`config.mk`:
```
export PLATFORM = sky130hd
export DESIGN_NAME = fb_scanout_flat
export DESIGN_NICKNAME = d
export VERILOG_FILES = /design/src/rtl/fb_scanout_if.sv /design/src/rtl/fb_scanout.sv /design/src/flat_wrapper.sv
export SDC_FILE = /design/constraint.sdc
export NUM_CORES = 1
export LEC_CHECK = 0
export ABC_CLOCK_PERIOD_IN_PS = 4400
export CAP_MARGIN = 15
export CORE_ASPECT_RATIO = 0.6
export CORE_MARGIN = 4
export CORE_UTILIZATION = 60
export DETAILED_ROUTE_END_ITERATION = 7
export HOLD_SLACK_MARGIN = 0.08
export MAX_ROUTING_LAYER = met4
export PLACE_DENSITY = 0.76
export SLEW_MARGIN = 25
export SYNTH_ARGS = -nofsm -noshare
export SYNTH_HDL_FRONTEND = slang
export SYNTH_SLANG_ARGS = --single-unit
```
`constraint.sdc`:
```
create_clock -name clk -period 4.4 [get_ports clk]
set_clock_uncertainty 0.05 [all_clocks]
set_input_delay 0.44 -clock clk [delete_from_list [all_inputs] [get_ports clk]]
set_output_delay 0.44 -clock clk [all_outputs]
set_load 0.02 [all_outputs]
```
`src/rtl/fb_scanout_if.sv`:
```
// fb_scanout_if: bundles the scanout engine's bus signals.
//   pix_ce                 pixel tick enable (asserted at most every 2nd clk)
//   fb_raddr / fb_rdata    framebuffer read port (data valid 1 clk after address)
//   pal_we/pal_idx/pal_data palette write port, data is {R,G,B} 4 bits each
//   swap_req / swap_ack    buffer swap handshake, front_buf = buffer scanned
//   vga_r/g/b, hsync, vsync, blank, frame_start   VGA output side
// slave  : the scanout engine.
// master : the environment (frame controller, memory, display sink).
interface fb_scanout_if;
  logic        pix_ce;
  logic [17:0] fb_raddr;
  logic [3:0]  fb_rdata;
  logic        pal_we;
  logic [3:0]  pal_idx;
  logic [11:0] pal_data;
  logic        swap_req;
  logic        swap_ack;
  logic        front_buf;
  logic [3:0]  vga_r;
  logic [3:0]  vga_g;
  logic [3:0]  vga_b;
  logic        hsync;
  logic        vsync;
  logic        blank;
  logic        frame_start;

  modport slave (
    input  pix_ce, fb_rdata, pal_we, pal_idx, pal_data, swap_req,
    output fb_raddr, swap_ack, front_buf, vga_r, vga_g, vga_b,
           hsync, vsync, blank, frame_start
  );

  modport master (
    output pix_ce, fb_rdata, pal_we, pal_idx, pal_data, swap_req,
    input  fb_raddr, swap_ack, front_buf, vga_r, vga_g, vga_b,
           hsync, vsync, blank, frame_start
  );
endinterface

```
`src/rtl/fb_scanout.sv`:
```
// fb_scanout: scans a double-buffered 4bpp framebuffer out as VGA with 2x
// pixel/line doubling, a 16-entry writable palette and tear-free buffer swaps
// taken at the start of vertical blanking.
// Ports:
//   clk     system clock
//   sreset  synchronous active-high reset
//   bus     fb_scanout_if.slave (pixel enable, framebuffer read port,
//           palette write port, swap handshake, VGA outputs)
// Pipeline: stage 0 issues the read address, stage 1 captures the palette
// index, stage 2 looks up the colour. Sync/blank flags travel alongside, so
// every VGA output lags the counters by exactly two pixel ticks.
module fb_scanout #(
  parameter int FB_W      = 320,
  parameter int FB_H      = 240,
  parameter int H_VIS     = 640,
  parameter int H_FP      = 16,
  parameter int H_SYNC    = 96,
  parameter int H_BP      = 48,
  parameter int V_VIS     = 480,
  parameter int V_FP      = 10,
  parameter int V_SYNC    = 2,
  parameter int V_BP      = 33,
  parameter int BUF1_BASE = 76800
) (
  input logic          clk,
  input logic          sreset,
  fb_scanout_if.slave  bus
);

  localparam int H_TOT  = H_VIS + H_FP + H_SYNC + H_BP;
  localparam int V_TOT  = V_VIS + V_FP + V_SYNC + V_BP;
  localparam int HS_BEG = H_VIS + H_FP;
  localparam int HS_END = HS_BEG + H_SYNC - 1;
  localparam int VS_BEG = V_VIS + V_FP;
  localparam int VS_END = VS_BEG + V_SYNC - 1;

  logic [9:0]  hcnt_r, vcnt_r;
  logic        front_r, pending_r, swap_ack_r, frame_start_r;
  // stage 0: address plus flags (hs/vs kept as active-low levels)
  logic [17:0] raddr_r;
  logic        v0_r, vis0_r, hs0_r, vs0_r;
  // stage 1: palette index plus flags
  logic        v1_r, vis1_r, hs1_r, vs1_r;
  logic [3:0]  idx1_r;
  // stage 2: registered VGA outputs
  logic [11:0] rgb_r;
  logic        blank_r, hsync_r, vsync_r;
  logic [11:0] pal_r [16];

  logic        h_last_s, v_last_s, vis_s, hs_s, vs_s, take_s;
  logic [17:0] row_s, col_s, base_s, addr_s;

  // Counter decode, read address generation and swap decision
  always_comb begin
    h_last_s = (hcnt_r == 10'(H_TOT - 1));
    v_last_s = (vcnt_r == 10'(V_TOT - 1));
    vis_s    = (hcnt_r < 10'(H_VIS)) && (vcnt_r < 10'(V_VIS));
    hs_s     = !((hcnt_r >= 10'(HS_BEG)) && (hcnt_r <= 10'(HS_END)));
    vs_s     = !((vcnt_r >= 10'(VS_BEG)) && (vcnt_r <= 10'(VS_END)));
    // Outside the visible area clamp to the last row/column so the address
    // always stays inside the front buffer.
    if (vcnt_r < 10'(V_VIS)) begin
      row_s = {9'd0, vcnt_r[9:1]};
    end else begin
      row_s = 18'(FB_H - 1);
    end
    if (hcnt_r < 10'(H_VIS)) begin
      col_s = {9'd0, hcnt_r[9:1]};
    end else begin
      col_s = 18'(FB_W - 1);
    end
    if (front_r) begin
      base_s = 18'(BUF1_BASE);
    end else begin
      base_s = 18'd0;
    end
    addr_s = base_s + row_s * 18'(FB_W) + col_s;
    // A request arriving in the swap-tick clk itself is honoured.
    take_s = bus.pix_ce && (hcnt_r == 10'd0) && (vcnt_r == 10'(V_VIS)) &&
             (pending_r || bus.swap_req);
  end

  // Raster counters, advanced on pixel ticks only
  always_ff @(posedge clk) begin
    if (sreset) begin
      hcnt_r <= 10'd0;
      vcnt_r <= 10'd0;
    end else if (bus.pix_ce) begin
      if (h_last_s) begin
        hcnt_r <= 10'd0;
        if (v_last_s) begin
          vcnt_r <= 10'd0;
        end else begin
          vcnt_r <= vcnt_r + 10'd1;
        end
      end else begin
        hcnt_r <= hcnt_r + 10'd1;
      end
    end
  end

  // Swap request tracking, front buffer select and frame_start pulse
  always_ff @(posedge clk) begin
    if (sreset) begin
      front_r       <= 1'b0;
      pending_r     <= 1'b0;
      swap_ack_r    <= 1'b0;
      frame_start_r <= 1'b0;
    end else begin
      swap_ack_r    <= take_s;
      frame_start_r <= bus.pix_ce && h_last_s && v_last_s;
      if (take_s) begin
        front_r   <= ~front_r;
        pending_r <= 1'b0;
      end else if (bus.swap_req) begin
        pending_r <= 1'b1;
      end
    end
  end

  // Three-stage scanout pipeline; idle stages emit blanked, sync-inactive output
  always_ff @(posedge clk) begin
    if (sreset) begin
      raddr_r <= 18'd0;
      v0_r    <= 1'b0;
      vis0_r  <= 1'b0;
      hs0_r   <= 1'b1;
      vs0_r   <= 1'b1;
      v1_r    <= 1'b0;
      vis1_r  <= 1'b0;
      hs1_r   <= 1'b1;
      vs1_r   <= 1'b1;
      idx1_r  <= 4'd0;
      rgb_r   <= 12'd0;
      blank_r <= 1'b1;
      hsync_r <= 1'b1;
      vsync_r <= 1'b1;
    end else if (bus.pix_ce) begin
      raddr_r <= addr_s;
      v0_r    <= 1'b1;
      vis0_r  <= vis_s;
      hs0_r   <= hs_s;
      vs0_r   <= vs_s;
      v1_r    <= v0_r;
      vis1_r  <= vis0_r;
      hs1_r   <= hs0_r;
      vs1_r   <= vs0_r;
      idx1_r  <= bus.fb_rdata;
      if (v1_r) begin
        rgb_r   <= vis1_r ? pal_r[idx1_r] : 12'd0;
        blank_r <= !vis1_r;
        hsync_r <= hs1_r;
        vsync_r <= vs1_r;
      end else begin
        rgb_r   <= 12'd0;
        blank_r <= 1'b1;
        hsync_r <= 1'b1;
        vsync_r <= 1'b1;
      end
    end
  end

  // Palette storage: grey ramp after reset, writable on any clk
  always_ff @(posedge clk) begin
    if (sreset) begin
      for (int i = 0; i < 16; i++) begin
        pal_r[i] <= {4'(i), 4'(i), 4'(i)};
      end
    end else if (bus.pal_we) begin
      pal_r[bus.pal_idx] <= bus.pal_data;
    end
  end

  assign bus.fb_raddr    = raddr_r;
  assign bus.swap_ack    = swap_ack_r;
  assign bus.front_buf   = front_r;
  assign bus.vga_r       = rgb_r[11:8];
  assign bus.vga_g       = rgb_r[7:4];
  assign bus.vga_b       = rgb_r[3:0];
  assign bus.hsync       = hsync_r;
  assign bus.vsync       = vsync_r;
  assign bus.blank       = blank_r;
  assign bus.frame_start = frame_start_r;

endmodule

```
`src/flat_wrapper.sv`:
```
// flat-port wrapper written by rule: the top's interface ports become plain ports
module fb_scanout_flat 
#(
  parameter int FB_W      = 320,
  parameter int FB_H      = 240,
  parameter int H_VIS     = 640,
  parameter int H_FP      = 16,
  parameter int H_SYNC    = 96,
  parameter int H_BP      = 48,
  parameter int V_VIS     = 480,
  parameter int V_FP      = 10,
  parameter int V_SYNC    = 2,
  parameter int V_BP      = 33,
  parameter int BUF1_BASE = 76800
)
  (clk, sreset, bus_pix_ce, bus_fb_rdata, bus_pal_we, bus_pal_idx, bus_pal_data, bus_swap_req, bus_fb_raddr, bus_swap_ack, bus_front_buf, bus_vga_r, bus_vga_g, bus_vga_b, bus_hsync, bus_vsync, bus_blank, bus_frame_start);
  fb_scanout_if bus_i ();
  input logic clk;
  input logic sreset;
  input wire logic [$bits(bus_i.pix_ce)-1:0] bus_pix_ce;
  input wire logic [$bits(bus_i.fb_rdata)-1:0] bus_fb_rdata;
  input wire logic [$bits(bus_i.pal_we)-1:0] bus_pal_we;
  input wire logic [$bits(bus_i.pal_idx)-1:0] bus_pal_idx;
  input wire logic [$bits(bus_i.pal_data)-1:0] bus_pal_data;
  input wire logic [$bits(bus_i.swap_req)-1:0] bus_swap_req;
  output wire logic [$bits(bus_i.fb_raddr)-1:0] bus_fb_raddr;
  output wire logic [$bits(bus_i.swap_ack)-1:0] bus_swap_ack;
  output wire logic [$bits(bus_i.front_buf)-1:0] bus_front_buf;
  output wire logic [$bits(bus_i.vga_r)-1:0] bus_vga_r;
  output wire logic [$bits(bus_i.vga_g)-1:0] bus_vga_g;
  output wire logic [$bits(bus_i.vga_b)-1:0] bus_vga_b;
  output wire logic [$bits(bus_i.hsync)-1:0] bus_hsync;
  output wire logic [$bits(bus_i.vsync)-1:0] bus_vsync;
  output wire logic [$bits(bus_i.blank)-1:0] bus_blank;
  output wire logic [$bits(bus_i.frame_start)-1:0] bus_frame_start;
  assign bus_i.pix_ce = bus_pix_ce;
  assign bus_i.fb_rdata = bus_fb_rdata;
  assign bus_i.pal_we = bus_pal_we;
  assign bus_i.pal_idx = bus_pal_idx;
  assign bus_i.pal_data = bus_pal_data;
  assign bus_i.swap_req = bus_swap_req;
  assign bus_fb_raddr = bus_i.fb_raddr;
  assign bus_swap_ack = bus_i.swap_ack;
  assign bus_front_buf = bus_i.front_buf;
  assign bus_vga_r = bus_i.vga_r;
  assign bus_vga_g = bus_i.vga_g;
  assign bus_vga_b = bus_i.vga_b;
  assign bus_hsync = bus_i.hsync;
  assign bus_vsync = bus_i.vsync;
  assign bus_blank = bus_i.blank;
  assign bus_frame_start = bus_i.frame_start;
  fb_scanout #(.FB_W(FB_W), .FB_H(FB_H), .H_VIS(H_VIS), .H_FP(H_FP), .H_SYNC(H_SYNC), .H_BP(H_BP), .V_VIS(V_VIS), .V_FP(V_FP), .V_SYNC(V_SYNC), .V_BP(V_BP), .BUF1_BASE(BUF1_BASE)) u_core (.clk(clk), .sreset(sreset), .bus(bus_i));
endmodule
```
==> reports/metrics.yaml, run 1 <==
ios: 61
areaGrowthSynthToFinish_pct: 13.31
ys_types: 50
clockBufferDepth: 3
drt_iter0_markers: 954
viasPerCell: 6.132
gp_congestion: 0.8880
hp-start: "bus_pix_ce"
ir_drop_v: 0.0002810
worst_path_max_delay_cell: "dfxtp_1"
vias: 7837
synthCells: 953
fin_area_mm2: 0.01394
die-height_um: 118.9
end_kind: "flop"
r2r-end: "u_core.bus.fb_raddr[16]$_SDFFE_PP0P_"
worstMarginPinSlew_ps: 889.3
leakagePower_uw: 0.004870
path_buf_inv: 0
min_path_type: "primary input to flop"
critPathLaunchType: "flop"
grt_pass1_vias: 7569
powerDensity_mw_per_mm2: 395.1
die-area_mm2: 0.02294
rows: 40
final_cell_mix: "192 x edfxtp_1, 97 x and2_1, 96 x or3_1, 74 x nor2_1, 70 x dfxtp_1"
layout_min_cycle_time_ps: 3898
hold_viol: 0
timing.rr.start: "u_core.vcnt_r[5]$_SDFFE_PP0P_"
min_to: "u_core.vis0_r$_SDFFE_PP0P_"
nets: 1033
syn-num-nets: 1001
maxCapViolations: 0
grt_usage: 0.2730
core_mm2: 0.02007
drive_gt1_frac: 0.1474
crit_chain: "nand3_1 > nor2_1 > or3_1 > ha_1 > ha_1 > fa_1 > xor2_1 > ha_1 > nand3_1 > o21ai_0 > a41o_1 > nand3b_1 > xor2_1 > a211oi_1"
setup_violations: 0
placed_cells: 1231
port_buffers: 60
htreeDepth: 1
placed_area_mm2: 0.01309
slew_headroom: 0.4071
clkTransAtPathRegs_ps: 70
globalRouteOverflowTotal: 0
ys_warn_count: 0
cts-root-buf: "clkbuf_16"
critPathMaxStageDelay_ps: 520
rsz0062_at_grt: "no"
path_class: "flop to flop"
cts_num_sinks: 265
final_common_cell: "edfxtp_1"
finalCritPeriodShare: 0.8858
cts.repair.resized: 0
critPathTopFamily: "adder cells"
first_pass_iters: 5
cts_hold_buf: 0
fmax_mhz: 256.6
die_w_um: 192.9
status: "completed"
synth_area_per_cell_um2: 12.91
ant_nets: 0
synth_area_mm2: 0.01231
cts_tree: "done"
routed_wl_mm: 29.64
cp_max_fo: 9
cpMostUsedCell: "ha_1"
finalSetupTns_ps: 0
ys_seq_elements: 265
antenna_found_initial: 0
post-cts-setup-buffers: 0
ys_seq_area_frac: 0.5873
wl_per_cell_um: 23.19
place_hpwl_mm: 20.00
r2r_cells: 14
grt_pass1_wl_mm: 46.06
final_cell_count_no_fill: 1278
start_util: 0.6132
min_path_cells: 3
cp.arrival_ps: 4280
drc: 0
maxSlewViolCount: 0
r2r_setup_slack_ps: 500
clk_latency_ps: 530
grt_max_degree: 61
critPathRequiredTime_ps: 4780
cts_buffers: 25
## cell usage after synthesis, drive strengths merged
| master | instances | area [µm²] |
|---|---|---|
| clkinv | 2 | 7.510 |
| o21bai | 4 | 30.03 |
| dfxtp | 73 | 1461 |
| nor2b | 7 | 43.79 |
| xnor2 | 11 | 96.34 |
| nor4 | 5 | 46.29 |
| and2 | 97 | 606.8 |
| a311oi | 1 | 8.760 |
| o22a | 1 | 8.760 |
| nor4b | 2 | 17.52 |
| xor2 | 15 | 131.4 |
| a21o | 3 | 22.52 |
| o21a | 3 | 22.52 |
| nor2 | 75 | 281.5 |
| o22ai | 2 | 12.51 |
| o211ai | 3 | 22.52 |
| nand3b | 2 | 15.01 |
| or3 | 96 | 600.6 |
| nand2b | 25 | 156.4 |
| buf | 15 | 76.32 |
| nor3 | 15 | 75.07 |
| fa | 2 | 40.04 |
| ha | 21 | 262.8 |
| nand4 | 10 | 83.83 |
| a211o | 2 | 17.52 |
| a41o | 1 | 10.01 |
| a31oi | 1 | 6.260 |
| a211oi | 6 | 45.04 |
| inv | 19 | 71.32 |
| mux4 | 60 | 1351 |
| a41oi | 1 | 8.760 |
| nand2 | 32 | 120.1 |
| edfxtp | 192 | 5766 |
| nand3 | 10 | 50.05 |
| a21oi | 12 | 60.06 |
| nand4b | 2 | 17.52 |
| and3 | 3 | 18.77 |
| or4 | 2 | 15.01 |
| mux2i | 12 | 120.1 |
| a31o | 1 | 8.760 |
| or2 | 19 | 118.9 |
| o2bb2ai | 1 | 8.760 |
| clkbuf | 59 | 221.5 |
| o21ai | 28 | 140.1 |
## per-stage QoR
| stage | hold slack, ps | utilization | worst slack, ps | power (µW) |
|---|---|---|---|---|
| floorplan | 383.8 | - | 815.1 | 3123 |
| finish | 385.7 | 0.6948 | 502.4 | 5509 |
| detailed placement | 400.7 | 0.6521 | 584.6 | 3300 |
| CTS | 366.5 | 0.6945 | 520.3 | 5514 |
| global placement | 386.5 | 0.6521 | 702.9 | 3291 |
| global route | 416.7 | 0.6946 | 188.9 | 5668 |
## registers in the layout, summed over array words and instances (netlist names), named ones only
register / flops
u_core.bus.blank: 1
u_core.pal_r: 192
u_core.vs1_r: 1
u_core.vcnt_r: 10
u_core.vis0_r: 1
u_core.bus.fb_raddr: 18
u_core.bus.vsync: 1
u_core.rgb_r: 12
u_core.vis1_r: 1
u_core.idx1_r: 4
u_core.bus.swap_ack: 1
u_core.bus.hsync: 1
u_core.v0_r: 1
u_core.hcnt_r: 10
u_core.v1_r: 1
u_core.hs0_r: 1
u_core.bus.front_buf: 1
u_core.pending_r: 1
u_core.bus.frame_start: 1
u_core.hs1_r: 1
u_core.vs0_r: 1
## kinds of logic after synthesis
family	count (synthesis)	synth area share
fa+ha+maj	23	0.02461
xor+xnor	26	0.01851
flops	265	0.5873
compound gates	70	0.03518
mux	72	0.1196
buf+inv	95	0.03060
simple gates	402	0.1842
## worst min-delay path, delay by kind of cell
family / cells / cell delay (ps)
AOI/OAI and AO/OA: 1 / 60
and+or+nand+nor: 1 / 140
buffers and inverters: 1 / 270
## how the worst max path moves through the flow
| stage | from | endpoint | cells past startpoint |
|---|---|---|---|
| after floorplan | u_core.vcnt_r[9]$_SDFFE_PP0P_ | u_core.bus.fb_raddr[16]$_SDFFE_PP0P_ | 14 |
| after global placement | u_core.vcnt_r[6]$_SDFFE_PP0P_ | u_core.bus.fb_raddr[16]$_SDFFE_PP0P_ | 14 |
| after detailed placement | u_core.vcnt_r[5]$_SDFFE_PP0P_ | u_core.bus.fb_raddr[16]$_SDFFE_PP0P_ | 14 |
| after CTS | u_core.vcnt_r[5]$_SDFFE_PP0P_ | u_core.bus.fb_raddr[16]$_SDFFE_PP0P_ | 14 |
| after global routing | u_core.vcnt_r[5]$_SDFFE_PP0P_ | u_core.bus.fb_raddr[16]$_SDFFE_PP0P_ | 14 |
| final | u_core.vcnt_r[5]$_SDFFE_PP0P_ | u_core.bus.fb_raddr[16]$_SDFFE_PP0P_ | 14 |
## report_power, final
| group | switching, µW | internal (µW) |
|---|---|---|
| sequential | 60.1 | 2790 |
| combinational | 232 | 171 |
| clock | 952 | 1300 |
| total | 1240 | 4260 |
## area by class of cell
type                       instances  area (µm²)
clock buffer                      29       650.6
timing repair buffer              79       733.2
inverter                          21       78.83
sequential                       265        7233
clock inverter                    17       198.9
antenna                            1       2.502
tap                              273       341.6
fill                            1388        6126
multi-input combinational        593        4705
## layer usage
metal	track usage	up-vias	wire (µm)
li1	-	3561	-
met2	0.3470	394	12000
met4	0.04720	0	436
met5	-	-	0
met1	0.4367	3847	13470
met3	0.08465	35	3726
Power figures use the tool's default switching activity.
==> run 2: changes to the inputs <==
--- a/config.mk
+++ b/config.mk
@@ -14,6 +14,7 @@
 export HOLD_SLACK_MARGIN = 0.08
 export MAX_ROUTING_LAYER = met4
 export PLACE_DENSITY = 0.76
+export SKIP_CTS_REPAIR_TIMING = 1
 export SLEW_MARGIN = 25
 export SYNTH_ARGS = -nofsm -noshare
 export SYNTH_HDL_FRONTEND = slang
==> results of run 2 <==
The final DEF is identical to that of run 1; final timing and power are the same.
